## config.mk

```make
export PLATFORM = sky130hd
export DESIGN_NAME = serial_pattern_detector
export DESIGN_NICKNAME = d
export VERILOG_FILES = /design/src/rtl/serial_pattern_detector_pkg.sv /design/src/rtl/serial_pattern_detector_sat_counter.sv /design/src/rtl/serial_pattern_detector.sv
export SDC_FILE = /design/constraint.sdc
export NUM_CORES = 1
export LEC_CHECK = 0
export BUFFER_PORTS_ARGS = -buffer_cell sky130_fd_sc_hd__buf_4
export CAP_MARGIN = 20
export CORE_MARGIN = 3
export CORE_UTILIZATION = 50
export DETAILED_ROUTE_END_ITERATION = 16
export PLACE_DENSITY = 0.73
export SLEW_MARGIN = 20
export SYNTH_ARGS = -nofsm -noshare
export SYNTH_HDL_FRONTEND = slang
export SYNTH_SLANG_ARGS = --single-unit
```

## constraint.sdc

```tcl
create_clock -name clk -period 3.55 [get_ports clk]
set_input_delay 0.5325 -clock clk [delete_from_list [all_inputs] [get_ports clk]]
set_output_delay 0.5325 -clock clk [all_outputs]
set_load 0.02 [all_outputs]
```

## src/rtl/serial_pattern_detector_pkg.sv

```systemverilog
// Shared defaults for the serial pattern detector: pattern constants and
// the default width of the detection counter.
package serial_pattern_detector_pkg;

   localparam int                     PAT_LEN_DEF = 4;
   localparam logic [PAT_LEN_DEF-1:0] PAT_1011    = 4'b1011;
   localparam int                     CNT_W_DEF   = 8;

endpackage : serial_pattern_detector_pkg

```

## src/rtl/serial_pattern_detector_sat_counter.sv

```systemverilog
// Saturating event counter with a sticky overflow flag.
// The count holds at all-ones; an increment arriving while saturated sets ovf,
// which stays set until clr or rst. clr wins over a same-edge increment.
module sat_counter #(
   parameter int W = 8
) (
   input  logic         clk,
   input  logic         rst,
   input  logic         inc,
   input  logic         clr,
   output logic [W-1:0] cnt,
   output logic         ovf
);

   // Count register: reset/clear first, then saturating increment.
   always_ff @(posedge clk) begin
      if (rst || clr) begin
         cnt <= '0;
         ovf <= 1'b0;
      end else if (inc) begin
         if (cnt == {W{1'b1}}) begin
            ovf <= 1'b1;
         end else begin
            cnt <= cnt + W'(1);
         end
      end
   end

endmodule : sat_counter

```

## src/rtl/serial_pattern_detector.sv

```systemverilog
// Serial pattern detector: shifts in enabled samples of din, flags a
// registered one-cycle match when the last PAT_LEN samples equal PATTERN
// (MSB = oldest bit) and counts detections in a saturating counter.
// A fill counter guards against matching on the zero-initialised history.
module serial_pattern_detector
   import serial_pattern_detector_pkg::*;
#(
   parameter int                 PAT_LEN = PAT_LEN_DEF,
   parameter logic [PAT_LEN-1:0] PATTERN = PAT_1011,
   parameter bit                 OVERLAP = 1'b1,
   parameter int                 CNT_W   = CNT_W_DEF
) (
   input  logic             clk,
   input  logic             rst,
   input  logic             en,
   input  logic             din,
   input  logic             clr_count,
   output logic             match,
   output logic [CNT_W-1:0] match_count,
   output logic             count_ovf
);

   localparam int                FILL_W    = $clog2(PAT_LEN + 1);
   localparam logic [FILL_W-1:0] FILL_FULL = FILL_W'(PAT_LEN);

   logic [PAT_LEN-1:0] hist;
   logic [PAT_LEN-1:0] hist_n;
   logic [FILL_W-1:0]  fill;
   logic [FILL_W-1:0]  fill_n;
   logic               hit;

   // Candidate history/fill after an enabled sample and the resulting hit.
   always_comb begin
      hist_n = {hist[PAT_LEN-2:0], din};
      fill_n = (fill == FILL_FULL) ? FILL_FULL : fill + FILL_W'(1);
      hit    = en && (fill_n == FILL_FULL) && (hist_n == PATTERN);
   end

   // History, fill and the registered match pulse; non-overlap mode restarts
   // the history after every hit so the next detection needs fresh bits.
   always_ff @(posedge clk) begin
      if (rst) begin
         hist  <= '0;
         fill  <= '0;
         match <= 1'b0;
      end else begin
         match <= hit;
         if (en) begin
            if (hit && !OVERLAP) begin
               hist <= '0;
               fill <= '0;
            end else begin
               hist <= hist_n;
               fill <= fill_n;
            end
         end
      end
   end

   sat_counter #(
      .W(CNT_W)
   ) u_count (
      .clk (clk),
      .rst (rst),
      .inc (hit),
      .clr (clr_count),
      .cnt (match_count),
      .ovf (count_ovf)
   );

endmodule : serial_pattern_detector

```

-- After elaboration in Yosys (flattened, before gate mapping)
Index checks and enable logic that the tools add are counted.
- eq/ne operators: 4
- $add $sub $neg: 2
- bitwise logic cells: 1
- reduce and logical (&&, ||, !) cells: 5
- multiplexer cells: 1
- operator list (operator ; count):
    8-bit by 1-bit adder with 8-bit output (second input constant) ; 1
    8-bit == test (second input constant) ; 1
    3-bit == test (second input constant) ; 2
    4-bit == test (second input constant) ; 1
    2-bit AND reduction ; 2
    3-bit by 1-bit adder with 3-bit output (second input constant) ; 1
    3-bit two-way mux ; 1
    1-bit logical AND ; 2
    1-bit logical OR ; 1
    1-bit inverter ; 1
- register bits after elaboration: 16
- logic and storage cells: 18
- input bits: 5

-- Logic depth before layout (Yosys ltp)
- depth after elaboration: 6
- mapped depth: 8

-- Hierarchy
A second synthesis with hierarchy kept.
- cells, all modules: 82
- area, all modules: 783.3 µm²
- modules (own cells, without submodules) (module ; seq. area each (µm²) ; area each (µm²) ; cells an instance ; instances):
    sat_counter ; 180.2 ; 455.4 ; 51 ; 1
    serial_pattern_detector ; 140.1 ; 327.8 ; 31 ; 1

-- Worst setup path before layout
OpenSTA, ideal clock, no wires.
- path kind: reg-to-reg
- start point: reg fill[0]
- end point: reg u_count.cnt[3]
- library setup time: 0.070 ns
- arrival: 2.314 ns
- slack: 1.166 ns
- period minus slack after synthesis: 2.384 ns
- path buffers: 1
- required time: 3.480 ns
- stages on the path, launching flop included: 9
- cells stage by stage: dfxtp_1 -> inv_1 -> ha_1 -> a21boi_2 -> or4_4 -> or3_1 -> buf_2 -> or3_1 -> a21oi_1
- cells in the longest elaborated chain, start to end: 6
- ends and longest elaborated chain (what ; RTL line ; RTL):
    start: declaration ; serial_pattern_detector.sv:28 ; logic [FILL_W-1:0] fill;
    start signal: assignment ; serial_pattern_detector.sv:54 ; fill <= fill_n;
    3-bit by 1-bit adder with 3-bit output / 3-bit == test (equally long branches) ; serial_pattern_detector.sv:35 ; fill_n = (fill == FILL_FULL) ? FILL_FULL : fill + FILL_W'(1);
    3-bit two-way mux * ; serial_pattern_detector.sv:35 ;
    3-bit == test * ; serial_pattern_detector.sv:36 ; hit = en && (fill_n == FILL_FULL) && (hist_n == PATTERN);
    1-bit logical AND * (2 in series) ; serial_pattern_detector.sv:36 ;
    2-bit AND reduction (no line) * ; -- ;
    end signal: assignment ; serial_pattern_detector_sat_counter.sv:24 ; cnt <= cnt + W'(1);
    end: declaration ; serial_pattern_detector_sat_counter.sv:11 ; output logic [W-1:0] cnt,
Every way passes the cells marked *; elsewhere a longest branch is shown, timed or not.
A chain may end at the register's enable or synchronous reset.

-- Worst setup path in the final report
Ends and elaborated chain as after synthesis.

==> flow_metrics.tcl <==
set metrics [dict create \
    syn_avg_cell_area_sq_um 8.69 \
    p_leak_nw 0.366 \
    netlist_area_sq_um 764 \
    grt_overflow_total 0 \
    drive_gt1_share_pct 22.5 \
    status "finished clean" \
    seq_area_frac_synth_pct 41.9 \
    fin_crit_ns 2.54 \
    diodes 0 \
    cp.arrival_ns 2.76 \
    numCtsBuffers 3 \
    synth_cell_types 30 \
    die_area_sq_mm 0.00203 \
    io_buffers 14 \
    gp_congestion 0.831 \
    grt_pass1_wl_um 2750 \
    cts_sinks 16 \
    setup_ws_ns 1.01 \
    vias 675 \
    synthesis.nets 96 \
    grtUsageTotal_pct 18.4 \
    clk_pin_slew_ns 0.10 \
    root_buffer "clkbuf_4" \
    finalSetupTns_ns 0 \
    drc 0 \
    yosys_warnings 0 \
    cts_max_path_buffers 2 \
    first_pass_iters 4 \
    post_drt_wl_per_cell_um 13.5 \
    worst_skew_pair.late_latency_ns 0.29 \
    fp.dieW_um 45.1 \
    final_common_cell "dfxtp_1" \
    hold_depth 2 \
    skew_ns 0.00327 \
    cpMostUsedCell "or3_1" \
    most-common-layout-cells "dfxtp_1 (16), buf_4 (14), a21oi_1 (10), nor2_1 (9), nand2_1 (7)" \
    drtAntennaViolNets 0 \
    setup_viol 0 \
    fillCellCount 134 \
    hpwl_um 1160 \
    cp-start-kind "flop" \
    worst_slew_margin_rel_pct 55.2 \
    critPathCaptureType "flop" \
    routed_via_density 5.77 \
    multi_input_area_sq_um 413 \
    nets 111 \
    slowest_stage "or4_4" \
    syn_inst 88 \
    die_y_um 45.1 \
    synth_edf_count 0 \
    htree_levels 1 \
    ys.flop_type "dfxtp_1" \
    rr_endpoint "u_count.cnt[3]" \
    hold_start "rst" \
    synthArstFlopShare_pct 0 \
    tritoncts "done" \
    routed_wl_um 1580 \
    vdd_ir_drop_max_v 0.000228 \
    ioPinCount 15 \
    fmax_ghz 0.393 \
    grt_max_degree 11 \
    cts_resized 0 \
    synth-seq-cells 16 \
    holdPathEnd "hist[1]" \
    rows 13 \
    antenna_found_initial 0 \
    crit_path_cell_trace "inv_1, ha_1, a21boi_2, or4_4, or3_1, or3_1, a21oi_1" \
    dp_slack_ns 1.05 \
    fp.coreArea_sq_mm 0.00137 \
    area.growth.synth_to_final_pct 18.3 \
    path_max_fanout 8 \
    hold_viol 0 \
    reg2reg_depth 7 \
    crit_type "reg2reg" \
    start_util_pct 56.0 \
    finalMaxSlewViolations 0 \
    regArea_sq_um 320 \
    fin_crit_sh_pct 71.6 \
    hold_buffers 0 \
    slowest_delay_ns 0.53 \
    first_global_vias 626 \
    power.density_mw_per_mm2 370 \
    post_cts_buffers 0 \
    worst_slew_pin_slew_ns 0.667 \
    required_ns 3.77 \
    cap_violations 0 \
    rsz0062_at_grt "false" \
    hold_class "in2reg" \
    regToRegStartpoint "fill[0]" \
    rrSetupSlack_ns 1.01 \
    drtIter0Drc 28 \
]
==> worst max-delay path by stage <==
stage	start	slack [ns]	endpoint	cells past startpoint
final	fill[0]	1.01	u_count.cnt[3]	7
after CTS	fill[0]	1.03	u_count.cnt[3]	7
after global routing	fill[0]	0.86	u_count.cnt[2]	7
after detailed placement	fill[0]	1.05	u_count.cnt[3]	7
after floorplan	fill[0]	1.17	u_count.cnt[3]	8
after global placement	fill[0]	1.13	u_count.cnt[4]	7
==> power by group <==
part	total, W	switching [W]	internal, W
combinational	0.0000248	0.0000129	0.0000118
clock	0.000124	0.0000615	0.0000625
sequential	0.000186	0.00000319	0.000183
total	0.000335	0.0000776	0.000257
==> layout make-up <==
type	count	share of cell area (%)
Clock buffer	4	4.01
Multi-Input combinational cell	65	45.6
Sequential cell	16	35.4
Timing Repair Buffer	14	11.6
Inverter	3	1.24
Tap cell	15	2.07
==> cells in the mapped netlist, drive strengths merged (3+ instances only) <==
master	number	area [sq um]
inv	3	11.3
dfxtp	16	320
nand2	8	32.5
ha	3	37.5
mux2i	5	50.1
a21oi	10	50.1
nor2	9	33.8
or3	4	25.0
o21ai	4	20.0
==> sequential cells by signal (all words and copies together) (netlist names) <==
name / flops
fill: 3
hist: 3
match: 1
u_count.cnt: 8
u_count.ovf: 1
==> layer usage <==
| layer | routed length (um) | track usage (%) | up-vias |
|---|---|---|---|
| met5 | 0 | 0 | - |
| li1 | - | - | 340 |
| met1 | 690 | 24.4 | 303 |
| met3 | 118 | 2.79 | 4 |
| met2 | 739 | 27.7 | 28 |
| met4 | 28 | 11.1 | 0 |
==> metrics by stage <==
| step | hold slack (ns) | power (W) | util, % | instance area [sq um] | std cells |
|---|---|---|---|---|---|
| after floorplan | 0.457 | 0.000209 | - | 764 | 88 |
| after global placement | 0.470 | 0.000214 | 63.6 | 868 | 113 |
| after detailed placement | 0.479 | 0.000215 | 63.6 | 868 | 113 |
| after CTS | 0.469 | 0.000336 | 66.2 | 905 | 117 |
| after global routing | 0.466 | 0.000350 | 66.2 | 905 | 117 |
| final | 0.470 | 0.000335 | 66.2 | 905 | 117 |
==> worst max-delay path, delay by kind of cell, from the launching register on <==
| kind | cells | cell delay [ns] |
|---|---|---|
| buf+inv | 1 | 0.06 |
| flops | 1 | 0.43 |
| fa+ha+maj | 1 | 0.28 |
| simple gates | 3 | 1.38 |
| compound gates | 2 | 0.32 |
==> cell families after synthesis <==
| logic type | synth area share (%) |
|---|---|
| AOI/OAI and AO/OA | 16.2 |
| muxes | 6.55 |
| and+or+nand+nor | 25.2 |
| adders and majority gates | 4.91 |
| xor gates and xnor gates | 1.15 |
| buffers and inverters | 4.09 |
| DFF | 41.9 |
Note: power is estimated with default switching activity, not from simulation.
